--- src/rtl/digit_serial_adder.sv ---
// digit_serial_adder
//   Multi-cycle adder/subtractor. A WIDTH-bit operand pair is added DIGIT bits
//   per clock, least-significant digit first, under a start/busy/done
//   handshake. Sum, carry/borrow-out and signed overflow are registered and
//   held until the next completion.
//
// Ports
//   clk      in   clock, rising edge
//   reset    in   synchronous active-high reset
//   start    in   request, sampled while busy=0
//   sub      in   0: a+b+c_in, 1: a-b-c_in (c_in is borrow-in)
//   a, b     in   WIDTH-bit operands, sampled with start
//   c_in     in   carry-in / borrow-in, sampled with start
//   busy     out  operation in progress
//   done     out  one-cycle pulse when results update
//   sum      out  WIDTH-bit result
//   c_out    out  carry-out (add) / borrow-out (sub)
//   overflow out  two's-complement signed overflow
module digit_serial_adder #(
  parameter int WIDTH = 16,
  parameter int DIGIT = 4
) (
  input  logic             clk,
  input  logic             reset,
  input  logic             start,
  input  logic             sub,
  input  logic [WIDTH-1:0] a,
  input  logic [WIDTH-1:0] b,
  input  logic             c_in,
  output logic             busy,
  output logic             done,
  output logic [WIDTH-1:0] sum,
  output logic             c_out,
  output logic             overflow
);

  localparam int NDIG  = WIDTH / DIGIT;
  localparam int CNT_W = (NDIG > 1) ? $clog2(NDIG) : 1;

  typedef enum logic {IDLE, RUN} state_t;

  state_t             r_state;
  state_t             w_state_nxt;
  logic               w_load;
  logic               w_last;

  logic [WIDTH-1:0]   r_a;
  logic [WIDTH-1:0]   r_b;
  logic [WIDTH-1:0]   r_acc;
  logic               r_carry;
  logic               r_sub;
  logic [CNT_W-1:0]   r_cnt;
  logic               r_done;
  logic [WIDTH-1:0]   r_sum;
  logic               r_cout;
  logic               r_ovf;

  logic [DIGIT-1:0]   w_da;
  logic [DIGIT-1:0]   w_db;
  logic [DIGIT:0]     w_dsum;
  logic               w_c_msb;
  logic [WIDTH-1:0]   w_acc_nxt;

  // State register
  always_ff @(posedge clk) begin
    if (reset) r_state <= IDLE;
    else       r_state <= w_state_nxt;
  end

  // Next-state logic
  always_comb begin
    w_state_nxt = r_state;
    w_load      = 1'b0;
    w_last      = 1'b0;
    case (r_state)
      IDLE: begin
        if (start) begin
          w_load      = 1'b1;
          w_state_nxt = RUN;
        end
      end
      RUN: begin
        if (r_cnt == CNT_W'(NDIG - 1)) begin
          w_last      = 1'b1;
          w_state_nxt = IDLE;
        end
      end
      default: w_state_nxt = IDLE;
    endcase
  end

  // Operands are shifted right each RUN cycle, so the active digit is always
  // the low slice.
  assign w_da   = r_a[DIGIT-1:0];
  assign w_db   = r_b[DIGIT-1:0];
  assign w_dsum = {1'b0, w_da} + {1'b0, w_db} + {{DIGIT{1'b0}}, r_carry};

  // Carry into the top bit of the digit: recover it from that bit's sum.
  // Only meaningful on the last digit, where it is the carry into the MSB.
  assign w_c_msb = w_dsum[DIGIT-1] ^ w_da[DIGIT-1] ^ w_db[DIGIT-1];

  // New digit enters at the top; after NDIG shifts the result is aligned.
  assign w_acc_nxt = (r_acc >> DIGIT) | (WIDTH'(w_dsum[DIGIT-1:0]) << (WIDTH - DIGIT));

  // Datapath and status registers
  always_ff @(posedge clk) begin
    if (reset) begin
      r_a     <= '0;
      r_b     <= '0;
      r_acc   <= '0;
      r_carry <= 1'b0;
      r_sub   <= 1'b0;
      r_cnt   <= '0;
      r_done  <= 1'b0;
      r_sum   <= '0;
      r_cout  <= 1'b0;
      r_ovf   <= 1'b0;
    end else begin
      r_done <= 1'b0;
      if (w_load) begin
        // Subtraction is a + ~b + 1 - borrow_in, hence the inverted B and
        // the inverted carry-in.
        r_a     <= a;
        r_b     <= sub ? ~b : b;
        r_carry <= c_in ^ sub;
        r_sub   <= sub;
        r_cnt   <= '0;
      end else if (r_state == RUN) begin
        r_a     <= r_a >> DIGIT;
        r_b     <= r_b >> DIGIT;
        r_acc   <= w_acc_nxt;
        r_carry <= w_dsum[DIGIT];
        r_cnt   <= r_cnt + CNT_W'(1);
        if (w_last) begin
          r_sum  <= w_acc_nxt;
          r_cout <= w_dsum[DIGIT] ^ r_sub;
          r_ovf  <= w_c_msb ^ w_dsum[DIGIT];
          r_done <= 1'b1;
        end
      end
    end
  end

  assign busy     = (r_state == RUN);
  assign done     = r_done;
  assign sum      = r_sum;
  assign c_out    = r_cout;
  assign overflow = r_ovf;

endmodule

--- config.mk ---
export PLATFORM = sky130hd
export DESIGN_NAME = digit_serial_adder
export DESIGN_NICKNAME = d
export VERILOG_FILES = /design/src/rtl/digit_serial_adder.sv
export SDC_FILE = /design/constraint.sdc
export NUM_CORES = 1
export LEC_CHECK = 0
export BUFFER_PORTS_ARGS = -buffer_cell sky130_fd_sc_hd__buf_2
export CAP_MARGIN = 20
export CORE_MARGIN = 5
export CORE_UTILIZATION = 54
export DETAILED_ROUTE_END_ITERATION = 12
export PLACE_DENSITY = 0.74
export SLEW_MARGIN = 20
export SYNTH_ARGS = -nofsm -noshare
export SYNTH_HDL_FRONTEND = slang
export SYNTH_SLANG_ARGS = --single-unit
--- constraint.sdc ---
create_clock -name clk -period 2.5 [get_ports clk]
set_input_delay 0.125 -clock clk [delete_from_list [all_inputs] [get_ports clk]]
set_output_delay 0.125 -clock clk [all_outputs]
set_load 0.01 [all_outputs]
==> reports/metrics.csv, run 1 <==
metric,value,unit
status,finished clean,
syn_area,0.002910,sq mm
dr_total_vias,2222,
grt_antenna_before_repair,0,
htree_levels,3,
maxSlewViolCount,0,
critical-path-max-stage-delay,0.48,ns
grt_pass1_vias,2165,
hold_path_class,primary input to register,
num_antenna_cells,0,
drt_iter0_drc,66,
grt_start_max_net_pins,50,
nNetsFinal,400,
drt_pass1_iterations,4,
seq_area_frac_synth,46.78,%
ys_types,30,
io_pins,57,
synthCells,311,
ys_ff_latch,68,
die-area,0.006957,sq mm
crit_fanout,3,
post-cts-setup-buffer-count,0,
drc,0,
overflow,0,
setup_ws,0.3308,ns
layout_commonest_cell,nor2_1,
wl_per_cell,13.03,um
die_h,83.41,um
io_buffers,56,
drt_wl_total,5628,um
grt_pass1_wl,9784,um
tightestPinTransition,0.8481,ns
postCtsHoldBufs,0,
die_x,83.41,um
grtUsageTotal,17.19,%
hold_viol,0,
drtAntennaViolNets,0,
ir_worst_vdd,422.9,uV
synth_nets,354,
power,2.342,mW
fmax,461.0,MHz
path_buf_inv,1,
cp_top_family,adder cells,
core-area,0.005172,sq mm
syn2layout_area_growth,15.74,%
setup-tns-final,0,ns
critPathCaptureType,register,
cts_root_buf,clkbuf_8,
via_per_inst,5.144,
min_period_over_period,86.77,%
setup_viol,0,
crit_arrival,2.41,ns
max_slew_margin,43.46,%
clock_path_buffers,2,
crit_chain,inv_1 > fa_1 > fa_1 > nand2b_1 > a21oi_2 > xnor2_1 > xnor2_1 > o21ai_1,
fill_cells,444,
dp_hpwl,3885,um
numCtsBuffers,9,
placementRows,26,
crit_slowest_cell,fa_1,
ys_async_sr_fraction,0,%
place_worst_setup_slack,0.3501,ns
powerDensity,695.4,mW/mm^2
min_period,2.169,ns
cts_tree,yes,
start_util,56.27,%
cts_resized,0,
drv_cap,0,
critical_path_class,register to register,
clkTransAtPathRegs,0.07,ns
final_cell_mix,"nor2_1, dfxtp_1, buf_2, a21oi_1, mux2i_1",
synth_ff_type,dfxtp_1,
clkLatencyLatePin,0.34,ns
yosysWarnings,0,
drive_above_1_share,23.20,%
gp_congestion,0.7920,
skew,0.007699,ns
cts.sinks,68,
crit_path_start_kind,register,
rsz0062_at_grt,no,
synth_edf_count,0,
syn_area_per_cell,9.358,sq um
p_leak,1.456,nW
worstPathRequired,2.74,ns
==> layout make-up <==
type / count / area [sq um] / share of cell area (%)
Inverter: 7 / 26.28 / 0.7801
Multi-Input combinational cell: 212 / 1375 / 40.82
Clock inverter: 6 / 63.81 / 1.895
Timing Repair Buffer: 59 / 315.3 / 9.361
Sequential cell: 68 / 1363 / 40.45
Clock buffer: 10 / 137.6 / 4.086
Tap cell: 70 / 87.58 / 2.600
==> worst min-delay path, cell delays in order <==
cell     delay (ns)
buf_2          0.07
mux2i_1        0.05
nor2_1         0.07
==> synth_stat cells (2+ instances only) <==
cell type,count,area [sq um]
buf_4,4,30.03
a21oi_2,2,17.52
a21oi_1,28,140.1
o21ai_0,3,15.01
mux2i_1,27,270.3
nand2_1,5,18.77
buf_6,2,22.52
dfxtp_1,68,1361
fa_1,2,40.04
nor2_1,75,281.5
xnor2_1,22,192.7
a211oi_1,19,142.6
clkbuf_1,8,30.03
a22o_1,14,122.6
inv_1,6,22.52
ha_1,4,50.05
buf_2,9,45.04
==> cell families after synthesis <==
logic type               Yosys count  synth area share, %
XOR/XNOR                          23                7.180
flip-flops                        68                46.78
AND/OR/NAND/NOR                   87                11.91
AO/OA/AOI/OAI                     69                15.78
adder cells (fa/ha/maj)            6                3.096
multiplexers                      27                9.286
buffers and inverters             31                5.976
==> registers in the layout, summed over array words and instances (netlist names) <==
name,cells
busy,1
r_carry,1
r_a,16
sum,16
r_cnt,2
overflow,1
c_out,1
r_b,16
done,1
r_sub,1
r_acc,12
==> per-layer routing <==
layer  GRT usage [%]  wire [um]
met1           20.29       2506
met4           7.602        158
met3           6.238        317
met2           27.99       2646
met5               0          0
==> final timing paths <==
kind | from | endpoint | slack [ns] | cells after the start
min | a[14] | r_a[14]$_SDFFE_PP0P_ | 0.02 | 3
max reg2reg | r_a[0]$_SDFFE_PP0P_ | overflow$_SDFFE_PP0P_ | 0.33 | 8
min reg2reg | overflow$_SDFFE_PP0P_ | overflow$_SDFFE_PP0P_ | 0.45 | 2
max | r_a[0]$_SDFFE_PP0P_ | overflow$_SDFFE_PP0P_ | 0.33 | 8
==> stage by stage <==
step / cells / hold slack [ns] / utilization [%] / area, sq um
after floorplan: 311 / 0.2722 / - / 2910
after CTS: 432 / 0.009124 / 65.12 / 3368
final: 432 / 0.01833 / 65.12 / 3368
after detailed placement: 416 / 0.3680 / 61.22 / 3167
after global placement: 416 / 0.3566 / 61.22 / 3167
after global routing: 432 / 0.02316 / 65.12 / 3368
==> power by group <==
part | switching (mW) | internal (mW)
Combinational | 0.147 | 0.128
Clock | 0.413 | 0.485
Sequential | 0.0381 | 1.13
Note: power is estimated with default switching activity, not from simulation.
==> run 2, diff against run 1 <==
PLACE_DENSITY = 0.77   (was 0.74)
REMOVE_ABC_BUFFERS = 1   (was unset)
==> run 2 against run 1 <==
Compared with the run above: maximum frequency rose by 3.6%; sequential cell count did not move; utilization rose by 0.34 points; critical path depth did not move; largest cell class unchanged; highest routed layer unchanged; power rose by 3.0%.
==> reports/metrics.csv, run 2 (same netlist as run 1, synthesis figures left out) <==
metric,value,unit
status,finished clean,
drt_pass1_iterations,4,
wl_met1,2491,um
drc,0,
tightestPinTransition,0.8490,ns
p_sw_share,23.62,%
core-area,0.005172,sq mm
crit_path_start_kind,register,
post-cts-setup-buffer-count,0,
htree_levels,3,
grt_pass1_wl,9211,um
postCtsHoldBufs,0,
multiInputGateArea,0.001375,sq mm
maxSlewViolCount,0,
io_pins,57,
hold_viol,0,
placementRows,26,
hold_ws,0.02081,ns
powerDensity,712.8,mW/mm^2
min_period,2.095,ns
final_cell_mix,"nor2_1, dfxtp_1, buf_2, a21oi_1, mux2i_1",
grt_pass1_vias,2048,
dr_total_vias,2191,
place_worst_setup_slack,0.4007,ns
start_util,56.27,%
place_area,0.003169,sq mm
cts_resized,0,
max_slew_margin,43.40,%
setup-tns-final,0,ns
drt_iter0_drc,78,
io_buffers,56,
whs_path_depth,3,
numCtsBuffers,9,
die-area,0.006957,sq mm
fill_cells,455,
critical_path_class,register to register,
placed_cells,418,
critPathCaptureType,register,
hold_path_class,primary input to register,
final_core_util,65.46,%
seq_area,0.001363,sq mm
setup_viol,0,
timing.rr.end,overflow$_SDFFE_PP0P_,
min_period_over_period,83.79,%
drv_cap,0,
p_comb_share,11.2,%
die_x,83.41,um
crit_fanout,3,
gp_congestion,0.7581,
min_to,r_a[13]$_SDFFE_PP0P_,
crit_arrival,2.32,ns
clkTransAtPathRegs,0.07,ns
cts.sinks,68,
fin_cells,434,
grt_antenna_before_repair,0,
top_layer_used,met4,
reg2reg_from,r_a[0]$_SDFFE_PP0P_,
num_antenna_cells,0,
switching_power,569.9,uW
drive_above_1_share,23.35,%
wl_met3,387,um
p_seq_share,48.5,%
nNetsFinal,402,
cts_root_buf,clkbuf_8,
grt_start_max_net_pins,39,
p_leak,1.476,nW
grtUsageTotal,16.07,%
power_frac_clock,40.3,%
drtAntennaViolNets,0,
via_per_inst,5.048,
skew,0.006634,ns
worstPathRequired,2.73,ns
rsz0062_at_grt,no,
internal_power,1.843,mW
clkLatencyLatePin,0.34,ns
fmax,477.4,MHz
hold_path.startpoint,a[13],
syn2layout_area_growth,16.34,%
wl_per_cell,12.37,um
layout_commonest_cell,nor2_1,
overflow,0,
stdcell_area,0.003386,sq mm
clock_path_buffers,2,
reg2reg_slack,0.41,ns
power,2.413,mW
die_h,83.41,um
drt_wl_total,5367,um
setup_ws,0.4052,ns
cts_tree,yes,
dp_hpwl,3668,um
ir_worst_vdd,483.7,uV
r2r_cells,8,
dr_wl_met2,2429,um
==> run 2: changes by cell type in the layout (fill, tap and decap cells not counted), sizes merged <==
cell / change
buf: +2
bufinv: +1
clkbuf: +1
clkinvlp: -2
==> run 2: how the worst max path moves through the flow <==
stage / start / end / slack [ns] / depth (start not counted)
floorplan: busy$_SDFF_PP0_ / sum[15]$_SDFFE_PP0P_ / -0.09 / 2
global placement: r_a[0]$_SDFFE_PP0P_ / overflow$_SDFFE_PP0P_ / 0.43 / 8
detailed placement: r_a[0]$_SDFFE_PP0P_ / overflow$_SDFFE_PP0P_ / 0.40 / 8
CTS: r_a[0]$_SDFFE_PP0P_ / overflow$_SDFFE_PP0P_ / 0.39 / 8
global route: r_a[0]$_SDFFE_PP0P_ / overflow$_SDFFE_PP0P_ / 0.29 / 8
finish: r_a[0]$_SDFFE_PP0P_ / overflow$_SDFFE_PP0P_ / 0.41 / 8
==> run 2: cell type report <==
| type | count | area share [%] |
|---|---|---|
| Multi-Input combinational cell | 212 | 40.61 |
| Sequential cell | 68 | 40.24 |
| Timing Repair Buffer | 61 | 9.387 |
| Clock buffer | 11 | 4.176 |
| Tap cell | 70 | 2.587 |
| Clock inverter | 5 | 2.217 |
| Inverter | 7 | 0.7761 |
==> run 2: power groups by stage <==
stage	sequential, mW	clock, mW	combinational [mW]
after floorplan	1.19	0	0.170
after global placement	1.19	0	0.265
after detailed placement	1.19	0	0.272
after CTS	1.17	0.999	0.274
after global routing	1.18	1.04	0.306
final	1.17	0.972	0.271
==> run 2: critical path, stage by stage (launching register included) <==
cell and delay [ns]:
dfxtp_1 0.33, inv_1 0.06, fa_1 0.47, fa_1 0.41, nand2b_1 0.17, a21oi_2 0.20, xnor2_1 0.16, xnor2_1 0.13
o21ai_1 0.06
==> run 2: metal layers <==
layer  up-vias  track usage (%)
met2        61            27.26
li1       1145                -
met3         7            6.733
met5         -                0
met1       978            18.83
met4         0            3.947
==> run 3, diff against run 2 <==
ABC_AREA = 1   (was unset)
CORE_UTILIZATION = 55   (was 54)
PLACE_DENSITY = 0.78   (was 0.77)
clock period = 2.1 ns   (was 2.5 ns; I/O delays follow)
==> run 3 against run 2 <==
Compared with the run above: area after synthesis increased by 2.4%; final cell count increased by 13%; combinational power increased by 14%; non-clock buffer count unchanged; clock skew about the same; largest power group unchanged; sequential cell count unchanged; first-iteration DRC count increased by 71%; maximum frequency increased by 10%; power increased by 12%; clock-buffer cell count increased by 3.
==> reports/metrics.csv, run 3 <==
metric,value,unit
core-area,0.005172,sq mm
hold_path_class,primary input to register,
clkLatencyLatePin,0.34,ns
seq_area_frac_synth,45.70,%
hold_viol,0,
synthCells,366,
setup-tns-final,0,ns
powerDensity,794.3,mW/mm^2
fmax,526.1,MHz
fill_cells,466,
htree_levels,3,
critPathCaptureType,register,
grtUsageTotal,19.41,%
multiInputGateArea,0.001335,sq mm
final_core_util,65.92,%
min_period_over_period,90.51,%
numCtsBuffers,9,
setup_viol,0,
crit_arrival,2.14,ns
grt_pass1_vias,2457,
rsz0062_at_grt,no,
maxSlewViolCount,0,
yosys-top-cells-area,"dfxtp_1, nand2_1, a21oi_1, xor2_1, inv_1",
max_slew_margin,66.31,%
grt_pass1_wl,11180,um
critical_path_class,register to register,
num_antenna_cells,0,
crit_chain,inv_1 > fa_2 > fa_2 > nand3b_1 > nand2_2 > nand2_1 > nand2_1 > nand2_1 > nand3_1 > nand2_1,
yosys-top-cells-count,"nand2_1, dfxtp_1, a21oi_1",
io_buffers,56,
nNetsFinal,459,
die_h,83.60,um
crit_path_start_kind,register,
drt_pass1_iterations,4,
drive_above_1_share,21.14,%
yosysTopAreaCellShare,45.70,%
clkTransAtPathRegs,0.07,ns
overflow,0,
tightestPinTransition,0.5054,ns
ys_types,30,
drt_wl_total,6522,um
syn_area_per_cell,8.140,sq um
grt_start_max_net_pins,34,
start_util,57.60,%
layout_commonest_cell,nand2_1,
gp_congestion,0.8249,
synth_edf_count,0,
synth_ff_type,dfxtp_1,
synth.most_common_cell,nand2_1,
die-area,0.006988,sq mm
final_cell_mix,"nand2_1, dfxtp_1, buf_2, a21oi_1, inv_1",
cpMostUsedCell,nand2_1,
cts_root_buf,clkbuf_8,
placementRows,26,
syn_area,0.002979,sq mm
clock_path_buffers,2,
dr_total_vias,2528,
wl_per_cell,13.28,um
crit_slowest_cell,fa_2,
crit_fanout,5,
p_leak,1.620,nW
netlist.top_cell.by_area,dfxtp_1,
drv_cap,0,
ys_ff_latch,68,
ir_worst_vdd,727.8,uV
seq_area,0.001363,sq mm
drc,0,
ys_async_sr_fraction,0,%
drt_iter0_drc,133,
worstPathRequired,2.34,ns
syn2layout_area_growth,14.45,%
die_x,83.60,um
skew,0.007054,ns
cts.sinks,68,
cts_tree,yes,
grt_antenna_before_repair,0,
yosysWarnings,0,
status,finished clean,
drtAntennaViolNets,0,
critical-path-max-stage-delay,0.37,ns
io_pins,57,
min_period,1.901,ns
dp_hpwl,4302,um
via_per_inst,5.149,
[run 3: repair_timing]
item	in CTS	in global routing
gates resized for setup	0	3
buffers inserted	0	1
endpoints found under the setup margin	0	2
hold buffers	0	0
[run 3: path summary, 6_finish.rpt]
kind                            slack, ns           startpoint  cells after the start                     to
worst max register to register       0.20  r_b[0]$_SDFFE_PP0P_                     10  overflow$_SDFFE_PP0P_
worst min register to register       0.45   c_out$_SDFFE_PP0P_                      2     c_out$_SDFFE_PP0P_
worst min-delay path                 0.01                a[14]                      3   r_a[14]$_SDFFE_PP0P_
worst max-delay path                 0.20  r_b[0]$_SDFFE_PP0P_                     10  overflow$_SDFFE_PP0P_
[run 3: area by class of cell]
type	instances	area share [%]
flip-flops and latches	68	39.96
multi-input cells	243	39.16
repair buffers	61	9.321
clock buffers	14	4.183
inverters	33	3.780
well taps	70	2.569
clock inverters	2	1.028
[run 3: metal layers]
| layer | track usage, % | vias to the layer above | part of all wire, % |
|---|---|---|---|
| met4 | 5.556 | 0 | 1.1 |
| met1 | 25.00 | 1140 | 45 |
| met2 | 30.80 | 85 | 47 |
| met5 | 0 | - | 0 |
| li1 | - | 1293 | - |
| met3 | 6.713 | 10 | 6.9 |
[run 3: report_power, final]
group / total (mW) / internal [mW] / leakage (nW) / switching [mW]
logic: 0.309 / 0.120 / 0.975 / 0.188
registers: 1.40 / 1.35 / 0.556 / 0.0467
clock network: 1.00 / 0.549 / 0.0887 / 0.451
[run 3: critical path, delay by kind of cell, from the launching register on]
family / cells / cell delay [ns]
fa+ha+maj: 2 / 0.73
flops: 1 / 0.35
buf+inv: 1 / 0.07
simple gates: 7 / 0.65
[run 3: cell families (layout without fill, tap and decap cells)]
family / count (synthesis) / count (layout) / synth area share, %
xor+xnor: 14 / 14 / 4.116
simple gates: 138 / 138 / 20.16
fa+ha+maj: 6 / 6 / 3.024
compound gates: 85 / 85 / 17.26
flops: 68 / 68 / 45.70
buf+inv: 55 / 110 / 9.743
[run 3: metrics by stage]
| step | worst slack, ns | instance area, sq um | hold WS (ns) | instances | total power [mW] |
|---|---|---|---|---|---|
| floorplan | 0.1862 | 2818 | 0.1741 | 344 | 1.610 |
| global placement | 0.1564 | 3217 | 0.3585 | 474 | 1.718 |
| detailed placement | 0.06137 | 3217 | 0.3734 | 474 | 1.729 |
| CTS | 0.02460 | 3395 | 0.005800 | 490 | 2.723 |
| global route | 0.06500 | 3410 | 0.02169 | 491 | 2.836 |
| finish | 0.1993 | 3410 | 0.01235 | 491 | 2.708 |
